File: src/rtl/module_barrido_teclado_if.sv
// -----------------------------------------------------------------------------
// module_barrido_teclado_if
//
// Purpose: groups the keypad-side lines and the key-capture outputs of the
// 4x4 keypad scan controller into one bundle.
//
// Signals:
//   F[3:0]        raw row lines, pulled up, low = key in active column pressed
//   V             key-present flag from the row checker (asynchronous)
//   C[3:0]        column drive, active-low, exactly one bit low
//   key_code[3:0] {row_idx, col_idx} of the last accepted key
//   key_valid     one-cycle strobe when key_code updates
//   key_held      high while the accepted key remains pressed
//
// Modports:
//   master  keypad / downstream side (drives F, V; observes the rest)
//   slave   scan controller side
// -----------------------------------------------------------------------------
interface module_barrido_teclado_if;
    logic [3:0] F;
    logic       V;
    logic [3:0] C;
    logic [3:0] key_code;
    logic       key_valid;
    logic       key_held;

    modport master (
        output F, V,
        input  C, key_code, key_valid, key_held
    );

    modport slave (
        input  F, V,
        output C, key_code, key_valid, key_held
    );
endinterface

File: src/rtl/module_barrido_teclado.sv
// -----------------------------------------------------------------------------
// module_barrido_teclado
//
// Purpose: scan controller for a 4x4 matrix keypad. Walks an active-low
// column drive across the four columns, watches the synchronized row lines
// and key-present flag, debounces press and release, and emits a 4-bit key
// code with a single-cycle valid strobe.
//
// Parameters:
//   SCAN_CYCLES      cycles each column stays driven while scanning (>= 4)
//   DEBOUNCE_CYCLES  consecutive stable cycles to accept press/release (>= 2)
//
// Ports:
//   clk    system clock
//   rst_n  asynchronous active-low reset
//   kp     slave modport: F, V in; C, key_code, key_valid, key_held out
// -----------------------------------------------------------------------------
module module_barrido_teclado #(
    parameter int SCAN_CYCLES     = 50000,
    parameter int DEBOUNCE_CYCLES = 500000
) (
    input  logic                     clk,
    input  logic                     rst_n,
    module_barrido_teclado_if.slave  kp
);

    localparam int DW = $clog2(SCAN_CYCLES);
    localparam int BW = $clog2(DEBOUNCE_CYCLES);

    localparam logic [DW-1:0] DWELL_LAST  = DW'(SCAN_CYCLES - 1);
    // First dwell value at which detection is allowed: two cycles of
    // synchronizer latency plus one of settling after the column switches.
    localparam logic [DW-1:0] DWELL_BLANK = DW'(3);
    localparam logic [BW-1:0] DEB_LAST    = BW'(DEBOUNCE_CYCLES - 1);

    typedef enum logic [1:0] {
        ST_SCAN,
        ST_DEBOUNCE,
        ST_HELD,
        ST_RELEASE
    } state_e;

    // Input synchronizers
    logic [3:0] f_meta_q, f_s_q;
    logic       v_meta_q, v_s_q;

    // Control state
    state_e        state_q,     state_d;
    logic [1:0]    col_idx_q,   col_idx_d;
    logic [DW-1:0] dwell_q,     dwell_d;
    logic [BW-1:0] deb_q,       deb_d;
    logic [3:0]    pat_q,       pat_d;
    logic [3:0]    key_code_q,  key_code_d;
    logic          key_valid_q, key_valid_d;
    logic          key_held_q,  key_held_d;
    logic [3:0]    c_q;

    // Lowest row index whose line is low; several rows low -> lowest wins.
    function automatic logic [1:0] lowest_low(input logic [3:0] p);
        logic [1:0] r;
        r = 2'd0;
        for (int i = 3; i >= 0; i--) begin
            if (!p[i]) r = 2'(i);
        end
        return r;
    endfunction

    // NOTE: sequential state uses non-blocking assignments so every register
    // samples the pre-edge values; blocking here would create order-dependent
    // behaviour between the synchronizer stages.
    always_ff @(posedge clk or negedge rst_n) begin
        if (!rst_n) begin
            // Cleared to the idle pattern (rows high, no key) so that
            // reset release never looks like a press.
            f_meta_q <= 4'b1111;
            f_s_q    <= 4'b1111;
            v_meta_q <= 1'b0;
            v_s_q    <= 1'b0;
        end else begin
            f_meta_q <= kp.F;
            f_s_q    <= f_meta_q;
            v_meta_q <= kp.V;
            v_s_q    <= v_meta_q;
        end
    end

    // NOTE: every output of this block gets a default first, so no path
    // leaves a variable unassigned and no latch is inferred.
    always_comb begin
        state_d     = state_q;
        col_idx_d   = col_idx_q;
        dwell_d     = dwell_q;
        deb_d       = deb_q;
        pat_d       = pat_q;
        key_code_d  = key_code_q;
        key_valid_d = 1'b0;
        key_held_d  = key_held_q;

        unique case (state_q)
            ST_SCAN: begin
                if (dwell_q >= DWELL_BLANK && v_s_q) begin
                    // Column stays frozen on the one that produced the hit.
                    state_d = ST_DEBOUNCE;
                    pat_d   = f_s_q;
                    deb_d   = '0;
                end else if (dwell_q == DWELL_LAST) begin
                    col_idx_d = col_idx_q + 2'd1;
                    dwell_d   = '0;
                end else begin
                    dwell_d = dwell_q + DW'(1);
                end
            end

            ST_DEBOUNCE: begin
                if (!v_s_q) begin
                    state_d = ST_SCAN;
                    dwell_d = '0;
                end else if (f_s_q != pat_q) begin
                    // Pattern moved: restart the count on the new pattern.
                    pat_d = f_s_q;
                    deb_d = '0;
                end else if (deb_q == DEB_LAST) begin
                    key_code_d  = {lowest_low(pat_q), col_idx_q};
                    key_valid_d = 1'b1;
                    key_held_d  = 1'b1;
                    state_d     = ST_HELD;
                end else begin
                    deb_d = deb_q + BW'(1);
                end
            end

            ST_HELD: begin
                if (!v_s_q) begin
                    deb_d   = '0;
                    state_d = ST_RELEASE;
                end
            end

            ST_RELEASE: begin
                if (v_s_q) begin
                    // Release bounce: key still counts as held, no strobe.
                    state_d = ST_HELD;
                end else if (deb_q == DEB_LAST) begin
                    key_held_d = 1'b0;
                    state_d    = ST_SCAN;
                    col_idx_d  = col_idx_q + 2'd1;
                    dwell_d    = '0;
                end else begin
                    deb_d = deb_q + BW'(1);
                end
            end
        endcase
    end

    always_ff @(posedge clk or negedge rst_n) begin
        if (!rst_n) begin
            state_q     <= ST_SCAN;
            col_idx_q   <= 2'd0;
            dwell_q     <= '0;
            deb_q       <= '0;
            pat_q       <= 4'b1111;
            key_code_q  <= 4'd0;
            key_valid_q <= 1'b0;
            key_held_q  <= 1'b0;
            c_q         <= 4'b1110;
        end else begin
            state_q     <= state_d;
            col_idx_q   <= col_idx_d;
            dwell_q     <= dwell_d;
            deb_q       <= deb_d;
            pat_q       <= pat_d;
            key_code_q  <= key_code_d;
            key_valid_q <= key_valid_d;
            key_held_q  <= key_held_d;
            // Decoded from the next column index so the drive always matches
            // col_idx_q with no extra cycle of lag.
            c_q         <= ~(4'b0001 << col_idx_d);
        end
    end

    assign kp.C         = c_q;
    assign kp.key_code  = key_code_q;
    assign kp.key_valid = key_valid_q;
    assign kp.key_held  = key_held_q;

endmodule

File: src/flat_wrapper.sv
// flat-port wrapper written by rule: the top's interface ports become plain ports
module module_barrido_teclado_flat 
#(
    parameter int SCAN_CYCLES     = 50000,
    parameter int DEBOUNCE_CYCLES = 500000
)
  (clk, rst_n, kp_F, kp_V, kp_C, kp_key_code, kp_key_valid, kp_key_held);
  module_barrido_teclado_if kp_i ();
  input  logic clk;
  input  logic rst_n;
  input wire logic [$bits(kp_i.F)-1:0] kp_F;
  input wire logic [$bits(kp_i.V)-1:0] kp_V;
  output wire logic [$bits(kp_i.C)-1:0] kp_C;
  output wire logic [$bits(kp_i.key_code)-1:0] kp_key_code;
  output wire logic [$bits(kp_i.key_valid)-1:0] kp_key_valid;
  output wire logic [$bits(kp_i.key_held)-1:0] kp_key_held;
  assign kp_i.F = kp_F;
  assign kp_i.V = kp_V;
  assign kp_C = kp_i.C;
  assign kp_key_code = kp_i.key_code;
  assign kp_key_valid = kp_i.key_valid;
  assign kp_key_held = kp_i.key_held;
  module_barrido_teclado #(.SCAN_CYCLES(SCAN_CYCLES), .DEBOUNCE_CYCLES(DEBOUNCE_CYCLES)) u_core (.clk(clk), .rst_n(rst_n), .kp(kp_i));
endmodule
File: config.mk
export PLATFORM = sky130hd
export DESIGN_NAME = module_barrido_teclado_flat
export DESIGN_NICKNAME = d
export VERILOG_FILES = /design/src/rtl/module_barrido_teclado_if.sv /design/src/rtl/module_barrido_teclado.sv /design/src/flat_wrapper.sv
export SDC_FILE = /design/constraint.sdc
export NUM_CORES = 1
export LEC_CHECK = 0
export ABC_CLOCK_PERIOD_IN_PS = 3300
export CORE_MARGIN = 5
export CORE_UTILIZATION = 40
export DETAILED_ROUTE_END_ITERATION = 10
export GPL_TIMING_DRIVEN = 0
export MAX_ROUTING_LAYER = met4
export PLACE_DENSITY_LB_ADDON = 0.12
export SLEW_MARGIN = 0
export SYNTH_ARGS = -nofsm -noshare
export SYNTH_HDL_FRONTEND = slang
export SYNTH_SLANG_ARGS = --single-unit
File: constraint.sdc
create_clock -name clk -period 3.3 [get_ports clk]
set_input_delay 0.33 -clock clk [delete_from_list [all_inputs] [get_ports clk]]
set_output_delay 0.33 -clock clk [all_outputs]
set_load 0.01 [all_outputs]
==> impl_metrics.json <==
{
  "ys_top_cells_by_area": "dfrtp_1 (35%), dfstp_2 (12%), a31oi_1 (3.3%), a21oi_1 (3.2%), nand2_1 (3.2%)",
  "wirelength_um": 7650,
  "p_leak_nw": 1.58,
  "r2r_start": "u_core.deb_q[13]$_DFFE_PN0P_",
  "grt_max_degree": 64,
  "cts-root-buf": "clkbuf_8",
  "busiest_layer": "met2",
  "finalNonFillerCells": 476,
  "timing.fmax_mhz": 321,
  "setup_violations": 0,
  "synth_cells": 339,
  "via_count": 2771,
  "ys_warn_count": 0,
  "rows": 33,
  "dieArea_sq_mm": 0.0105,
  "syn-cell-area_sq_mm": 0.00341,
  "crit_required_ps": 3530,
  "hp-class": "in2async",
  "syn_to_final_growth_pct": 14.5,
  "placed_area_sq_mm": 0.00370,
  "overflow": 0,
  "end_kind": "flop",
  "drive_gt1_frac": 0.154,
  "die_y_um": 102,
  "grtUsageMet3": 0.0396,
  "via_per_inst": 5.82,
  "grt_usage": 0.163,
  "critPathKind": "reg2reg",
  "synth_area_leader_cell": "dfrtp_1",
  "grt_pass1_wl_um": 13100,
  "drv_slew": 0,
  "clk_latency_ps": 350,
  "core_area_sq_mm": 0.00826,
  "drc": 0,
  "synth_edf_count": 0,
  "post_cts_resized": 0,
  "die_w_um": 102,
  "htree_levels": 3,
  "gp_congestion": 0.871,
  "wire_per_inst_um": 16.1,
  "worst_pin_slew_ps": 1350,
  "antenna_found_initial": 0,
  "fin_nets": 380,
  "r2r_end": "u_core.kp.key_code[1]$_DFFE_PN0P_",
  "skew_ps": 9.89,
  "antennaDiodeCount": 0,
  "ys_top_cells_by_count": "dfrtp_1 (48), nand2_1 (29), a21oi_1 (22), a31oi_1 (18)",
  "use_met1": 0.216,
  "rsz0062_at_grt": "no",
  "cts.sinks": 63,
  "io_pins": 17,
  "cap_violations": 0,
  "nFillCells": 802,
  "fin_crit_sh": 0.944,
  "ys_async_sr_fraction": 1.00,
  "tns_ps": 0,
  "io_buffers": 16,
  "drt_pass1_iterations": 4,
  "first_global_vias": 2611,
  "power_density_mw_per_mm2": 712,
  "cp_data_arrival_time_ps": 3350,
  "ys_seq_elements": 63,
  "yosysUniqueCellTypes": 60,
  "ys.flop_type": "dfrtp_1",
  "ff2ff_path_depth": 7,
  "avgSynthCellArea_sq_um": 10.1,
  "dpl.cell_count": 460,
  "cts_setup_buffers": 0,
  "fin_crit_ps": 3120,
  "hold_viol": 0,
  "cts_buffer_depth": 2,
  "fin_worst_hold_slack_ps": 59.6,
  "syn-num-nets": 353,
  "final_cell_area_sq_mm": 0.00390,
  "clk_pin_slew_ps": 80,
  "start_util": 0.413,
  "cts_buffers": 9,
  "drtIter0Drc": 122,
  "vdd_drop_max_mv": 0.277,
  "yosysMostFrequentCell": "dfrtp_1",
  "finalPower_mw": 2.78,
  "r2r_slack_ps": 180,
  "cts_tree": "yes",
  "ys_seq_area_frac": 0.468,
  "relSlewSlack": 0.0972,
  "status": "finished, final reports clean",
  "ctsHoldBuffers": 0,
  "postRouteAntennaNets": 0,
  "dp_hpwl_um": 5150,
  "use_met2": 0.248,
  "cp_max_fo": 9,
  "cp-start-kind": "flop",
  "synth_top_area_frac": 0.352
}
==> flip-flops by register name, summed over array words and instances, names as in the netlist, named ones only <==
name                 cells
u_core.deb_q            19
u_core.dwell_q          16
u_core.f_meta_q          4
u_core.f_s_q             4
u_core.kp.C              4
u_core.kp.key_code       4
u_core.pat_q             4
u_core.col_idx_q         2
u_core.kp.key_held       1
u_core.kp.key_valid      1
u_core.state_q           1
u_core.v_meta_q          1
u_core.v_s_q             1
==> area by class of cell <==
| type | count | area [sq um] | share of cell area |
|---|---|---|---|
| buffer | 20 | 96.3 | 0.0247 |
| clock buffer | 9 | 124 | 0.0318 |
| clock inverter | 7 | 80.1 | 0.0205 |
| inverter | 11 | 41.3 | 0.0106 |
| multi-input combinational | 245 | 1680 | 0.429 |
| sequential | 63 | 1600 | 0.409 |
| tap | 105 | 131 | 0.0337 |
| timing repair buffer | 16 | 158 | 0.0404 |
==> worst max-delay path, stage by stage, from the launching register on <==
cell,delay (ps)
dfrtp_1,330
clkbuf_1,270
nor4bb_1,410
and4_1,260
clkbuf_1,280
nand2_1,170
nor3b_1,880
mux2_2,410
==> power by group <==
| part | switching [mW] | leakage (nW) | internal [mW] |
|---|---|---|---|
| clock network | 0.342 | 0.0968 | 0.358 |
| logic | 0.715 | 0.671 | 0.392 |
| registers | 0.0937 | 0.812 | 0.879 |
| total | 1.15 | 1.58 | 1.63 |
==> cells in the final DEF (no fill, tap or decap), drive strengths merged, types with 3 or more instances in the layout <==
master | synthesis | layout
xnor2 | 6 | 6
o31ai | 6 | 6
nor2 | 15 | 15
or3 | 7 | 7
clkdlybuf4s50 | 0 | 15
a21o | 4 | 4
a21boi | 3 | 3
nand2 | 29 | 29
nor4 | 4 | 4
nand3 | 14 | 14
a41oi | 10 | 10
buf | 9 | 10
a31oi | 18 | 18
inv | 11 | 14
dfstp | 15 | 15
a211oi | 3 | 3
or4 | 7 | 7
dfrtp | 48 | 48
a21oi | 22 | 22
clkbuf | 11 | 20
nand2b | 3 | 3
and3 | 6 | 6
ha | 7 | 7
and2 | 3 | 3
nand4 | 14 | 14
and4 | 5 | 5
o21ai | 11 | 11
mux2 | 10 | 10
==> cell families after synthesis <==
| logic type | share of synthesized area |
|---|---|
| multiplexers | 0.0360 |
| XOR/XNOR | 0.0154 |
| flip-flops | 0.468 |
| adder cells (fa/ha/maj) | 0.0257 |
| AO/OA/AOI/OAI | 0.206 |
| buffers and inverters | 0.0404 |
| AND/OR/NAND/NOR | 0.209 |
==> per-layer routing <==
layer / vias to the layer above / routed length [um] / part of all wire
met5: - / 0 / 0
met4: 0 / 115 / 0.015
met3: 12 / 296 / 0.039
met2: 53 / 3520 / 0.46
met1: 1348 / 3720 / 0.49
li1: 1358 / - / -
==> worst max-delay path by stage <==
| stage | from | end | slack [ps] | cells past startpoint |
|---|---|---|---|---|
| 2_1_floorplan | u_core.dwell_q[0]$_DFFE_PN0P_ | u_core.dwell_q[14]$_DFFE_PN0P_ | 760 | 7 |
| 3_3_place_gp | rst_n | u_core.deb_q[10]$_DFFE_PN0P_ | -210 | 1 |
| 3_5_place_dp | u_core.deb_q[13]$_DFFE_PN0P_ | u_core.kp.key_code[3]$_DFFE_PN0P_ | 240 | 7 |
| 4_1_cts | u_core.deb_q[13]$_DFFE_PN0P_ | u_core.kp.key_code[1]$_DFFE_PN0P_ | 210 | 7 |
| 5_1_grt | u_core.deb_q[13]$_DFFE_PN0P_ | u_core.kp.key_code[1]$_DFFE_PN0P_ | 10 | 7 |
| 6_report | u_core.deb_q[13]$_DFFE_PN0P_ | u_core.kp.key_code[1]$_DFFE_PN0P_ | 180 | 7 |
==> through the flow <==
stage          worst slack (ps)  utilization
2_1_floorplan               763            -
3_3_place_gp               -205        0.448
3_5_place_dp                236        0.448
4_1_cts                     210        0.472
5_1_grt                    12.0        0.472
6_report                    183        0.472
No activity file was read; power rests on OpenSTA's default activity.
